===== src/rtl/bus_arbiter_n.sv =====
`default_nettype none
// +----------------------------------------------------------------------------+
// | Module      : bus_arbiter_n                                                |
// | Description : N-master to single-slave bus arbiter with registered grant,  |
// |               fixed or round-robin priority and slave wait-timeout.        |
// | Revision    : 1.0  initial release                                         |
// +----------------------------------------------------------------------------+
module bus_arbiter_n #(
   parameter int NUM_MASTERS = 2,
   parameter int AW          = 16,
   parameter int DW          = 8,
   parameter int ROUND_ROBIN = 0,
   parameter int TIMEOUT     = 255,
   localparam int IW         = (NUM_MASTERS > 1) ? $clog2(NUM_MASTERS) : 1
) (
   input  logic                      i_clk,
   input  logic                      i_reset,
   input  logic [NUM_MASTERS-1:0]    i_m_cs,
   input  logic [NUM_MASTERS-1:0]    i_m_we,
   input  logic [NUM_MASTERS*AW-1:0] i_m_addr,
   input  logic [NUM_MASTERS*DW-1:0] i_m_dat,
   output logic [NUM_MASTERS-1:0]    o_m_ack,
   output logic [NUM_MASTERS-1:0]    o_m_err,
   output logic [NUM_MASTERS-1:0]    o_m_grant,
   output logic [IW-1:0]             o_grant_id,
   output logic                      o_busy,
   output logic [AW-1:0]             o_addr,
   output logic [DW-1:0]             o_dat,
   output logic                      o_we,
   output logic                      o_cs,
   input  logic                      i_ack
);

   localparam int c_cw   = (TIMEOUT > 0) ? $clog2(TIMEOUT + 1) : 1;
   localparam int c_tlim = (TIMEOUT > 0) ? (TIMEOUT - 1) : 0;
   localparam logic [c_cw-1:0] c_tlim_v   = c_cw'(c_tlim);
   localparam logic [c_cw-1:0] c_cnt_max  = {c_cw{1'b1}};

   localparam logic [1:0] S_IDLE = 2'd0;
   localparam logic [1:0] S_BUSY = 2'd1;
   localparam logic [1:0] S_TOUT = 2'd2;

   logic [1:0]             r_state;
   logic [1:0]             w_state_nxt;
   logic [NUM_MASTERS-1:0] r_grant;
   logic [IW-1:0]          r_gid;
   logic [c_cw-1:0]        r_cnt;

   logic [IW-1:0]          w_win;
   logic [NUM_MASTERS-1:0] w_win_oh;
   logic                   w_any_req;
   logic                   w_grant_load;
   logic                   w_tout_hit;
   logic                   w_g_cs;
   logic                   w_g_we;
   logic [AW-1:0]          w_g_addr;
   logic [DW-1:0]          w_g_dat;

   assign w_any_req    = |i_m_cs;
   assign w_grant_load = (r_state == S_IDLE) && w_any_req;

   assign w_g_cs   = i_m_cs[r_gid];
   assign w_g_we   = i_m_we[r_gid];
   assign w_g_addr = i_m_addr[int'(r_gid) * AW +: AW];
   assign w_g_dat  = i_m_dat[int'(r_gid) * DW +: DW];

   // An acknowledge arriving on the last permitted wait cycle still wins.
   assign w_tout_hit = (TIMEOUT != 0) && !i_ack && (r_cnt == c_tlim_v);

   generate
      if (ROUND_ROBIN != 0) begin : g_rr
         logic [IW-1:0] r_rr;
         logic [IW-1:0] w_idx;
         logic          w_found;

         always_ff @(posedge i_clk) begin
            if (i_reset) begin
               r_rr <= IW'(NUM_MASTERS - 1);
            end else if (w_grant_load) begin
               r_rr <= w_win;
            end
         end

         // Search starts just after the last winner and wraps once around.
         always_comb begin
            w_win   = '0;
            w_idx   = '0;
            w_found = 1'b0;
            for (int j = 1; j <= NUM_MASTERS; j++) begin
               w_idx = IW'((int'(r_rr) + j) % NUM_MASTERS);
               if (!w_found && i_m_cs[w_idx]) begin
                  w_found = 1'b1;
                  w_win   = w_idx;
               end
            end
         end
      end else begin : g_fixed
         logic w_found;

         always_comb begin
            w_win   = '0;
            w_found = 1'b0;
            for (int k = 0; k < NUM_MASTERS; k++) begin
               if (!w_found && i_m_cs[k]) begin
                  w_found = 1'b1;
                  w_win   = IW'(k);
               end
            end
         end
      end
   endgenerate

   always_comb begin
      w_win_oh        = '0;
      w_win_oh[w_win] = 1'b1;
   end

   // State register
   always_ff @(posedge i_clk) begin
      if (i_reset) begin
         r_state <= S_IDLE;
      end else begin
         r_state <= w_state_nxt;
      end
   end

   // Next-state logic
   always_comb begin
      w_state_nxt = r_state;
      case (r_state)
         S_IDLE: begin
            if (w_any_req) begin
               w_state_nxt = S_BUSY;
            end
         end
         S_BUSY: begin
            if (!w_g_cs) begin
               w_state_nxt = S_IDLE;
            end else if (w_tout_hit) begin
               w_state_nxt = S_TOUT;
            end
         end
         S_TOUT: begin
            if (!w_g_cs) begin
               w_state_nxt = S_IDLE;
            end
         end
         default: w_state_nxt = S_IDLE;
      endcase
   end

   // Grant, grant id and wait counter
   always_ff @(posedge i_clk) begin
      if (i_reset) begin
         r_grant <= '0;
         r_gid   <= '0;
         r_cnt   <= '0;
      end else begin
         case (r_state)
            S_IDLE: begin
               if (w_any_req) begin
                  r_grant <= w_win_oh;
                  r_gid   <= w_win;
                  r_cnt   <= '0;
               end
            end
            S_BUSY: begin
               if (!w_g_cs) begin
                  r_grant <= '0;
                  r_gid   <= '0;
               end else if (i_ack) begin
                  r_cnt <= '0;
               end else if (r_cnt != c_cnt_max) begin
                  r_cnt <= r_cnt + c_cw'(1);
               end
            end
            S_TOUT: begin
               if (!w_g_cs) begin
                  r_grant <= '0;
                  r_gid   <= '0;
               end
            end
            default: begin
               r_grant <= '0;
               r_gid   <= '0;
            end
         endcase
      end
   end

   // Output logic; the slave side and acks are silenced while reset is held
   always_comb begin
      o_m_ack = '0;
      o_m_err = '0;
      o_cs    = 1'b0;
      o_we    = 1'b0;
      o_addr  = '0;
      o_dat   = '0;
      if (!i_reset) begin
         case (r_state)
            S_BUSY: begin
               o_addr         = w_g_addr;
               o_dat          = w_g_dat;
               o_we           = w_g_we;
               o_cs           = w_g_cs;
               o_m_ack[r_gid] = i_ack & w_g_cs;
            end
            S_TOUT: begin
               o_addr         = w_g_addr;
               o_dat          = w_g_dat;
               o_m_ack[r_gid] = w_g_cs;
               o_m_err[r_gid] = w_g_cs;
            end
            default: ;
         endcase
      end
   end

   assign o_m_grant  = r_grant;
   assign o_grant_id = r_gid;
   assign o_busy     = (r_state != S_IDLE);

endmodule
`default_nettype wire


===== config.mk =====
export PLATFORM = sky130hd
export DESIGN_NAME = bus_arbiter_n
export DESIGN_NICKNAME = d
export VERILOG_FILES = /design/src/rtl/bus_arbiter_n.sv
export SDC_FILE = /design/constraint.sdc
export NUM_CORES = 1
export LEC_CHECK = 0
export ABC_AREA = 1
export CAP_MARGIN = 20
export CORE_MARGIN = 8
export CORE_UTILIZATION = 62
export CTS_CLUSTER_SIZE = 25
export DETAILED_ROUTE_END_ITERATION = 6
export DONT_BUFFER_PORTS = 1
export PLACE_DENSITY = 0.74
export SYNTH_ARGS = -nofsm -noshare
export SYNTH_HDL_FRONTEND = slang
export SYNTH_SLANG_ARGS = --single-unit

===== constraint.sdc =====
create_clock -name i_clk -period 1.97 [get_ports i_clk]
set_input_delay 0.591 -clock i_clk [delete_from_list [all_inputs] [get_ports i_clk]]
set_output_delay 0.591 -clock i_clk [all_outputs]
set_load 0.01 [all_outputs]

==> results of run 1 <==
-- synthesized netlist by cell type --
master / number
a31oi_1: 1
nor4_1: 1
clkbuf_1: 6
nand3_4: 2
nand2_1: 30
inv_2: 2
nand4_1: 7
nor2_2: 2
buf_4: 1
nand2_4: 1
inv_1: 22
nor3_1: 26
buf_6: 1
nor2_4: 1
buf_1: 1
o21ai_0: 2
ha_1: 5
nand3_1: 5
dfxtp_1: 12
a21oi_1: 13
o21bai_1: 5
nor2_1: 69
nand2_2: 3
-- repair_timing --
action,4_1_cts
setup endpoints to repair,27
gates cloned,3
hold endpoints to repair,0
pin swaps,27
buffers inserted,3
resized for setup,44
-- kinds of logic after synthesis --
group / Yosys count
AOI/OAI and AO/OA: 21
adders and majority gates: 5
buffers and inverters: 33
DFF: 12
and+or+nand+nor: 147
-- metrics by stage --
| step | hold WS [ps] | area, um^2 | setup WS, ps | TNS [ps] |
|---|---|---|---|---|
| 3_5_place_dp | 465 | 1450 | 19.6 | 0 |
| 2_1_floorplan | 441 | 1220 | 24.4 | 0 |
| 4_1_cts | 365 | 1780 | -87.6 | -1790 |
| 3_3_place_gp | 457 | 1450 | 98.9 | 0 |
==> results.tsv, run 1 <==
metric	value	unit
unique cell type count in the Yosys netlist	23	
CTS root buffer	clkbuf_4	
Hold Buf Count CTS	0	
Mapped Cells	218	
flop and latch count out of synthesis	12	
compound-cell area share of the yosys netlist	9.72	%
Placer Congestion	0.910	
CTS Buffer Depth	2	
sequential area share after synthesis	19.7	%
Fail Step	global routing (5_1_grt)	
mux contribution to synthesized area	0	%
critical endpoint after global-route timing repair	o_dat[4]	
Worst End Pin Type	top-level output	
run status	aborted with a tool error	
DP HPWL	3.44	mm
Yosys warning count	0	
Row Count	16	
Synth top area share	21.2	%
largest family of logic cells by synthesized area	simple AND/OR/NAND/NOR gates	
H-tree levels	1	
largest cells by area after synthesis	nor2_1, dfxtp_1, nor3_1	
Die Height	60.4	um
First Err	[ERROR DPL-0038] Utilization greater than 100%, impossible to legalize	
xor-xnor portion of the synthesized cell area	0	%
Die Wd	60.4	um
largest net degree at the start of global routing	28	
Ports	89	
syn_nets	278	
placed cells	266	
Post-Syn Area	0.00122	mm^2
Port Buf Inserts	0	
area leader, netlist	nor2_1	
adder-cell area share of the yosys netlist	5.12	%
CTS Buf Count	3	
Clock Sinks	12	
Synth Area in Simple Gates	54.5	%
Mean Syn Cell Area	5.61	um^2
Starting Density	64.3	%
==> run 2, diff against run 1 <==
--- a/config.mk
+++ b/config.mk
@@ -7,12 +7,11 @@
 export LEC_CHECK = 0
 export ABC_AREA = 1
 export CAP_MARGIN = 20
-export CORE_MARGIN = 8
-export CORE_UTILIZATION = 62
-export CTS_CLUSTER_SIZE = 25
+export CORE_AREA = 8 8 69 71
 export DETAILED_ROUTE_END_ITERATION = 6
+export DIE_AREA = 0 0 77 79
 export DONT_BUFFER_PORTS = 1
-export PLACE_DENSITY = 0.74
+export PLACE_DENSITY_LB_ADDON = 0.15
 export SYNTH_ARGS = -nofsm -noshare
 export SYNTH_HDL_FRONTEND = slang
 export SYNTH_SLANG_ARGS = --single-unit
==> results.tsv, run 2 <==
metric	value	unit	change
ys async rst share	0	%	unchanged
H-tree levels	1		unchanged
vias	1567		
DRC	0		
# Max-Cap Violations	0		
placed cells	290		+9.0%
final wirelength	4.89	mm	
clock latency on the worst-skew pair	240	ps	
Worst Skew	2.85	ps	
flop and latch count out of synthesis	12		unchanged
largest cells by area after synthesis	nor2_1, dfxtp_1, nor3_1		
Ports	89		unchanged
most common cell in the netlist	nor2_1		
most frequent cells after synthesis	nor2_1, nand2_1, nor3_1		
Port Buf Inserts	0		unchanged
met3 routed WL	302	um	
n_diodes	0		
Mapped Cells	218		unchanged
Post-Syn Area	0.00122	mm^2	unchanged
worst setup margin	-78.0	ps	
fin crit period	2050	ps	
Top Layer Used	met4		
Die Footprint	0.00608	mm^2	
Clock Sinks	12		unchanged
Row Count	23		+7
sequential area share after synthesis	19.7	%	unchanged
Hold Path Stages	1		
total core area	0.00380	mm^2	
cell with the largest stage delay on the worst path	dfxtp_2		
register with the most flip-flops	r_cnt		
layout cells sized above 1	38.3	%	
GRT overflow	0		
drt pass-1 iters	4		
Starting Density	32.2	%	-32 points
ANT nets after route	0		
startpoint class of the critical path	flip-flop		
worst hold path class	primary input to flip-flop		
most frequent cells in the layout	nor2_1, nand2_1, buf_4		
met2 WL post-DR	2.63	mm	
failing checks	setup timing		
final hold violation count	0		
commonest non-fill, non-tap cell in the layout	nor2_1		
vias per cell	5.17		
DP HPWL	3.30	mm	-4.1%
Nets	314		
WP data arrival	1460	ps	
WS Path Type	flip-flop to output port		
Finished Layout Cells	303		
clock-pin slew on the worst setup and hold paths	60	ps	
Synth top area share	21.2	%	unchanged
pwr dens	931	mW/mm^2	
P_leak	0.858	nW	
Data required, critical path	1380	ps	
endpoints failing setup	25		
Stages on worst setup path	6		
Mean Syn Cell Area	5.61	um^2	unchanged
Placer Congestion	0.817		-10%
Worst Max-Slew Pin Slew	416	ps	
area leader, netlist	nor2_1		
FF-to-FF path depth	9		
Routed met1 length	1.91	mm	
Hold Buf Count CTS	0		unchanged
final period utilization	104	%	
Worst VDD drop	0.520	mV	
syn_nets	278		unchanged
CTS Buffer Depth	2		unchanged
max FFs per register	8		
max incr delay on CP	350	ps	
unique cell type count in the Yosys netlist	23		unchanged
fmax	488	MHz	
area grow syn2layout	62.7	%	
CP max FO	7		
crit path cell chain	inv_4 -> ha_4 -> nand2_8 -> buf_16 -> nor3_2 -> buf_4		
CTS root buffer	clkbuf_8		
CP top delay family	buffers and inverters		
Setup crit end kind	output port		
Die Height	79	um	+31%
run status	finished with violations		
largest net degree at the start of global routing	28		
Worst slew margin	72.2	%	
top_reg_cell synth	dfxtp_1		
initial antenna violation count	0		
Slew Viols, Final	0		
GR Util All Layers	14.9	%	
CTS tree	done		
setup tns final	-1540	ps	
routed len/inst	16.1	um	
vias in the first global route	1578		
Yosys warning count	0		unchanged
first-pass GRT wire length	7.58	mm	
unrepaired setup endpoints after global routing	yes		
CTS Buf Count	3		unchanged
EDFF count, synth	0		unchanged
Initial DRC Count	38		
Die Wd	77	um	+27%
worst path bufs/invs	3		
## run 2: cell counts after synthesis
Identical to the previous run, type by type.
## run 2: cell families (layout without fill, tap and decap cells)
| kind of cell | after synthesis | count (layout) | synth area share (%) |
|---|---|---|---|
| AO/OA/AOI/OAI | 21 | 21 | 9.72 |
| adder cells (fa/ha/maj) | 5 | 5 | 5.12 |
| buffers and inverters | 33 | 68 | 11.1 |
| flip-flops | 12 | 12 | 19.7 |
| AND/OR/NAND/NOR | 147 | 147 | 54.5 |
## run 2: path summary, 6_finish.rpt
| path | from | end | slack, ps |
|---|---|---|---|
| setup / recovery | r_state[1] | o_addr[4] | -80 |
| hold reg to reg | r_cnt[7] | r_cnt[7] | 490 |
| setup reg to reg | r_state[0] | r_cnt[7] | 430 |
| hold / removal | i_reset | r_cnt[1] | 410 |
## run 2: layout make-up
type | count | area [um^2]
Sequential cell | 12 | 244
Inverter | 24 | 92.6
Fill cell | 370 | 1810
Clock buffer | 4 | 55.1
Timing Repair Buffer | 40 | 423
Multi-Input combinational cell | 173 | 1110
Tap cell | 50 | 62.6
## run 2: through the flow
step / power [mW] / cell area [um^2] / worst slack (ps) / util, % / hold slack, ps
after floorplan: 0.852 / 1220 / 24.4 / - / 441
after global routing: 1.98 / 1990 / -132 / 52.4 / 406
after detailed placement: 1.15 / 1500 / 71.3 / 39.4 / 482
final: 1.85 / 1990 / -78.0 / 52.4 / 410
after CTS: 1.72 / 1840 / -63.4 / 48.5 / 403
after global placement: 1.15 / 1500 / 79.4 / 39.4 / 459
## run 2: repair_timing
| action | in CTS | in global routing |
|---|---|---|
| setup buffers | 4 | 2 |
| pin swaps | 25 | 2 |
| gates resized for setup | 42 | 29 |
| endpoints found under the setup margin | 27 | 28 |
| cloned | 3 | 0 |
## run 2: where the power goes
group	internal, mW	switching (mW)
Combinational	0.563	0.709
Sequential	0.276	0.0281
Clock	0.177	0.0979
## run 2: routing by layer
metal,GRT usage [%],vias up
met5,0,-
met4,3.77,0
met3,5.08,6
met2,28.0,51
met1,15.5,740
li1,-,770
No activity file was read; power rests on OpenSTA's default activity.
==> run 3, diff against run 2 <==
==> constraint.sdc (replaced) <==
create_clock -name i_clk -period 2.41 [get_ports i_clk]
set_input_delay 0.723 -clock i_clk [delete_from_list [all_inputs] [get_ports i_clk]]
set_output_delay 0.723 -clock i_clk [all_outputs]
set_load 0.01 [all_outputs]
==> results.tsv, run 3 (synthesized netlist as in run 2, its figures left out) <==
metric	value	unit	change
max FFs per register	8		unchanged
clock-pin slew on the worst setup and hold paths	60	ps	about the same
# Max-Cap Violations	0		unchanged
final core occ	39.9	%	-13 points
total core area	0.00380	mm^2	unchanged
Die Height	79	um	unchanged
Data required, critical path	1690	ps	+310 ps
Worst Skew	1.94	ps	-0.907 ps
setup tns final	0	ps	+1540 ps
final wirelength	4.22	mm	-14%
Nets	302		-3.8%
Slew Viols, Final	0		unchanged
Starting Density	32.2	%	unchanged
Register Area	240	um^2	-1.5%
number of fill cells in the layout	441		+19%
WP data arrival	1560	ps	+100 ps
GRT overflow	0		unchanged
placed cells	287		-1.0%
initial antenna violation count	0		unchanged
CTS root buffer	clkbuf_8		
commonest non-fill, non-tap cell in the layout	nor2_1		
run status	completed		
worst hold path class	flip-flop to flip-flop		
Worst Max-Slew Pin Slew	371	ps	-45.0 ps
pwr dens	743	mW/mm^2	-20%
startpoint class of the critical path	flip-flop		
CTS tree	done		
final period utilization	94.8	%	
multi-input logic area	852	um^2	-23%
fin crit period	2290	ps	
DRC	0		unchanged
DP HPWL	3.36	mm	+1.6%
Row Count	23		unchanged
max incr delay on CP	360	ps	about the same
clock latency on the worst-skew pair	240	ps	about the same
Finished Layout Cells	291		-4.0%
CP max FO	26		+19
most frequent cells in the layout	nor2_1, nand2_1, buf_4		
cell with the largest stage delay on the worst path	dfxtp_1		
vias per cell	4.97		-3.9%
layout cells sized above 1	18.3	%	-20 points
ANT nets after route	0		unchanged
CP top delay family	buffers and inverters		
endpoints failing setup	0		-100%
register with the most flip-flops	r_cnt		
vias	1447		-7.7%
area grow syn2layout	23.8	%	
Clock Sinks	12		unchanged
worst path bufs/invs	3		unchanged
routed len/inst	14.5	um	-10%
Die Wd	77	um	unchanged
CTS Buffer Depth	2		unchanged
postcts setup bufs	0		-4
Initial DRC Count	76		+100%
Hold Buf Count CTS	0		unchanged
drt pass-1 iters	4		unchanged
P_leak	0.697	nW	-19%
fmax	438	MHz	
CTS Buf Count	3		unchanged
crit path cell chain	inv_1 -> ha_1 -> nand2_1 -> buf_6 -> nor3_1 -> buf_4		
Worst slew margin	75.2	%	+3.0 points
WS Path Type	flip-flop to output port		
Ports	89		unchanged
Placer Congestion	0.818		+0.16%
GR Util met2	22.6	%	-5.4 points
cts repair resizes	0		-100%
first-pass GRT wire length	6.62	mm	-13%
unrepaired setup endpoints after global routing	no		
H-tree levels	1		unchanged
largest net degree at the start of global routing	27		-3.6%
vias in the first global route	1308		-17%
most used routing layer	met2		
met1 Resource Use GR	15.2	%	-0.32 points
GR Util All Layers	13.1	%	-1.8 points
Worst VDD drop	0.602	mV	+16%
final hold violation count	0		unchanged
n_diodes	0		unchanged
Setup crit end kind	output port		
GRT met3 Usage	3.95	%	-1.1 points
Port Buf Inserts	0		unchanged
Die Footprint	0.00608	mm^2	unchanged
-- run 3: changes by cell type in the layout (fill, tap and decap cells not counted), sizes merged --
| cell | delta |
|---|---|
| buf | -12 |
-- run 3: final cells by class --
cell class	count	share of cell area, %
Clock buffer	4	3.64
Tap cell	50	4.13
Multi-Input combinational cell	173	56.3
Sequential cell	12	15.9
Inverter	24	5.95
Timing Repair Buffer	28	14.1
-- run 3: metal layers --
metal  routed length [um]  part of all wire (%)  vias to the layer above
li1                     -                     -                      747
met1                 1750                    42                      638
met2                 2090                    49                       58
met3                  343                   8.1                        4
met4                   36                  0.85                        0
met5                    0                     0                        -
-- run 3: through the flow --
stage	cell area (um^2)	worst slack (ps)	hold WS (ps)	power, mW
floorplan	1220	200	441	0.696
CTS	1510	79.0	489	1.13
finish	1510	124	480	1.12
global placement	1450	221	467	0.902
detailed placement	1450	220	474	0.900
global route	1510	11.2	515	1.21
-- run 3: report_power, final --
| part | switching (mW) | internal (mW) | total [mW] |
|---|---|---|---|
| Clock | 0.0790 | 0.145 | 0.224 |
| Sequential | 0.0226 | 0.223 | 0.246 |
| Combinational | 0.412 | 0.244 | 0.655 |
-- run 3: worst reg2reg max path, cell delays in order (launching register included) --
cell and delay [ps]:
dfxtp_1 360, inv_1 70, ha_1 250, nand2_1 320, nand3_4 190, o21bai_1 170
nor2_1 60
-- run 3: path summary, 6_finish.rpt --
kind,cells after the start,from,endpoint,slack (ps)
max,6,r_state[0],o_addr[4],120
min,2,r_cnt[7],r_cnt[7],480
max reg2reg,6,r_state[0],r_cnt[7],900
min reg2reg,2,r_cnt[7],r_cnt[7],480
==> run 4, diff against run 3 <==
==> constraint.sdc (replaced) <==
create_clock -name i_clk -period 2.06 [get_ports i_clk]
set_input_delay 0.618 -clock i_clk [delete_from_list [all_inputs] [get_ports i_clk]]
set_output_delay 0.618 -clock i_clk [all_outputs]
set_load 0.01 [all_outputs]
==> results.tsv, run 4 (synthesized netlist as in run 2, its figures left out) <==
metric	value	unit	change
CTS Buffer Depth	2		unchanged
failing checks	setup timing		
total core area	0.00380	mm^2	unchanged
vias in the first global route	1458		+11%
CTS root buffer	clkbuf_8		
P_leak	0.711	nW	+2.0%
GRT overflow	0		unchanged
WS Path Type	flip-flop to output port		
cell with the largest stage delay on the worst path	dfxtp_2		
final wirelength	4.38	mm	+3.7%
initial antenna violation count	0		unchanged
routed len/inst	15.7	um	+8.6%
vias per cell	5.18		+4.2%
Die Height	79	um	unchanged
Area after DPL	0.00134	mm^2	-7.4%
register with the most flip-flops	r_cnt		
startpoint class of the critical path	flip-flop		
largest net degree at the start of global routing	21		-22%
hold_ws	438	ps	-42.2 ps
Worst Skew	1.76	ps	-0.176 ps
H-tree levels	1		unchanged
Placer Congestion	0.801		-2.0%
area grow syn2layout	45.4	%	
Die Footprint	0.00608	mm^2	unchanged
first-pass GRT wire length	7.20	mm	+8.9%
Die Wd	77	um	unchanged
Place WS	117	ps	-103 ps
Port Buf Inserts	0		unchanged
CP max FO	6		-77%
layout cells sized above 1	28.5	%	+10 points
Slew Viols, Final	0		unchanged
Register Area	244	um^2	+1.6%
crit path cell chain	inv_2 -> ha_4 -> nand2_4 -> bufbuf_16 -> nor3_4		
GRT met3 Usage	4.18	%	+0.23 points
pwr dens	892	mW/mm^2	+20%
vias	1441		-0.41%
fin crit period	2080	ps	
Initial DRC Count	50		-34%
final hold violation count	0		unchanged
multi-input logic area	0.00114	mm^2	+33%
total power	1.59	mW	+41%
max incr delay on CP	340	ps	-20 ps
met1 Resource Use GR	15.6	%	+0.35 points
DP HPWL	3.12	mm	-7.1%
post-route cell area	0.00178	mm^2	+17%
commonest non-fill, non-tap cell in the layout	nor2_1		
# Max-Cap Violations	0		unchanged
Worst VDD drop	0.482	mV	-20%
fmax	482	MHz	
CTS Buf Count	3		unchanged
drt pass-1 iters	4		unchanged
Worst slew margin	76.1	%	+0.90 points
worst setup margin	-15.6	ps	-140 ps
DRC	0		unchanged
number of fill cells in the layout	398		-9.8%
Starting Density	32.2	%	unchanged
worst hold path class	primary input to flip-flop		
Ports	89		unchanged
unrepaired setup endpoints after global routing	yes		
clock latency on the worst-skew pair	240	ps	about the same
endpoints failing setup	6		+6
CTS tree	done		
n_diodes	0		unchanged
ANT nets after route	0		unchanged
GR Util met2	24.9	%	+2.3 points
GR Util All Layers	14.0	%	+0.97 points
Worst Max-Slew Pin Slew	358	ps	-13.5 ps
clock-pin slew on the worst setup and hold paths	60	ps	about the same
run status	finished with violations		
Data required, critical path	1440	ps	-250 ps
WP data arrival	1460	ps	-100 ps
max FFs per register	8		unchanged
Row Count	23		unchanged
Nets	289		-4.3%
Setup crit end kind	output port		
Clock Sinks	12		unchanged
final period utilization	101	%	
most frequent cells in the layout	nor2_1, nand2_1, nor3_4		
Hold Buf Count CTS	0		unchanged
CP top delay family	flip-flops		
most used routing layer	met2		
worst path bufs/invs	2		-1
setup tns final	-39.3	ps	-39.3 ps
==> run 4: cell types whose count changed in the layout (fill, tap and decap cells not counted), moves of 3 or more <==
cell and change:
nor3_1 -22, inv_1 -3, dfxtp_2 +3, nor3_4 +21, buf_4 -19, dfxtp_1 -3
inv_2 +3
==> run 4: worst reg2reg max path, stage by stage, from the launching register on <==
cell     delay [ps]
dfxtp_2         320
inv_2            80
ha_1            200
inv_2            90
nor2_2          180
nand3_4         150
nand3_4         180
nor2_1           60
nor2_1           90
nor2_1           40
==> run 4: per-stage QoR <==
step	instances	util (%)
after floorplan	218	-
after global placement	271	35.3
after detailed placement	271	35.3
after CTS	277	45.3
after global routing	278	46.8
final	278	46.8
==> run 4: final timing paths <==
check                           startpoint        to  slack [ps]  cells after the start
worst max-delay path            r_state[0]  o_dat[4]         -20                      5
worst min-delay path               i_reset  r_cnt[1]         440                      1
worst max register to register  r_state[1]  r_cnt[7]         570                      9
worst min register to register    r_cnt[7]  r_cnt[7]         480                      2
==> run 4: final cells by class <==
cell class                      instances  share of cell area [%]
Clock buffer                            4                    3.10
Multi-Input combinational cell        173                    64.0
Tap cell                               50                    3.52
Inverter                               24                    5.07
Timing Repair Buffer                   15                    10.6
Sequential cell                        12                    13.7
==> run 4: routing by layer <==
layer  part of all wire (%)  vias up
met5                      0        -
li1                       -      720
met4                    1.6        0
met3                    7.7       10
met1                     40      654
met2                     51       57
==> run 4: repair_timing <==
item / CTS / global route
gates cloned: 2 / 0
gates resized for setup: 52 / 12
endpoints found under the setup margin: 26 / 26
buffers inserted: 0 / 1
pin swaps: 5 / 6
==> run 4: power breakdown <==
group	internal (mW)	switching, mW	leakage [nW]	total, mW
logic	0.400	0.631	0.583	1.03
registers	0.264	0.0257	0.0986	0.290
clock network	0.169	0.0962	0.0288	0.265
total	0.834	0.753	0.711	1.59
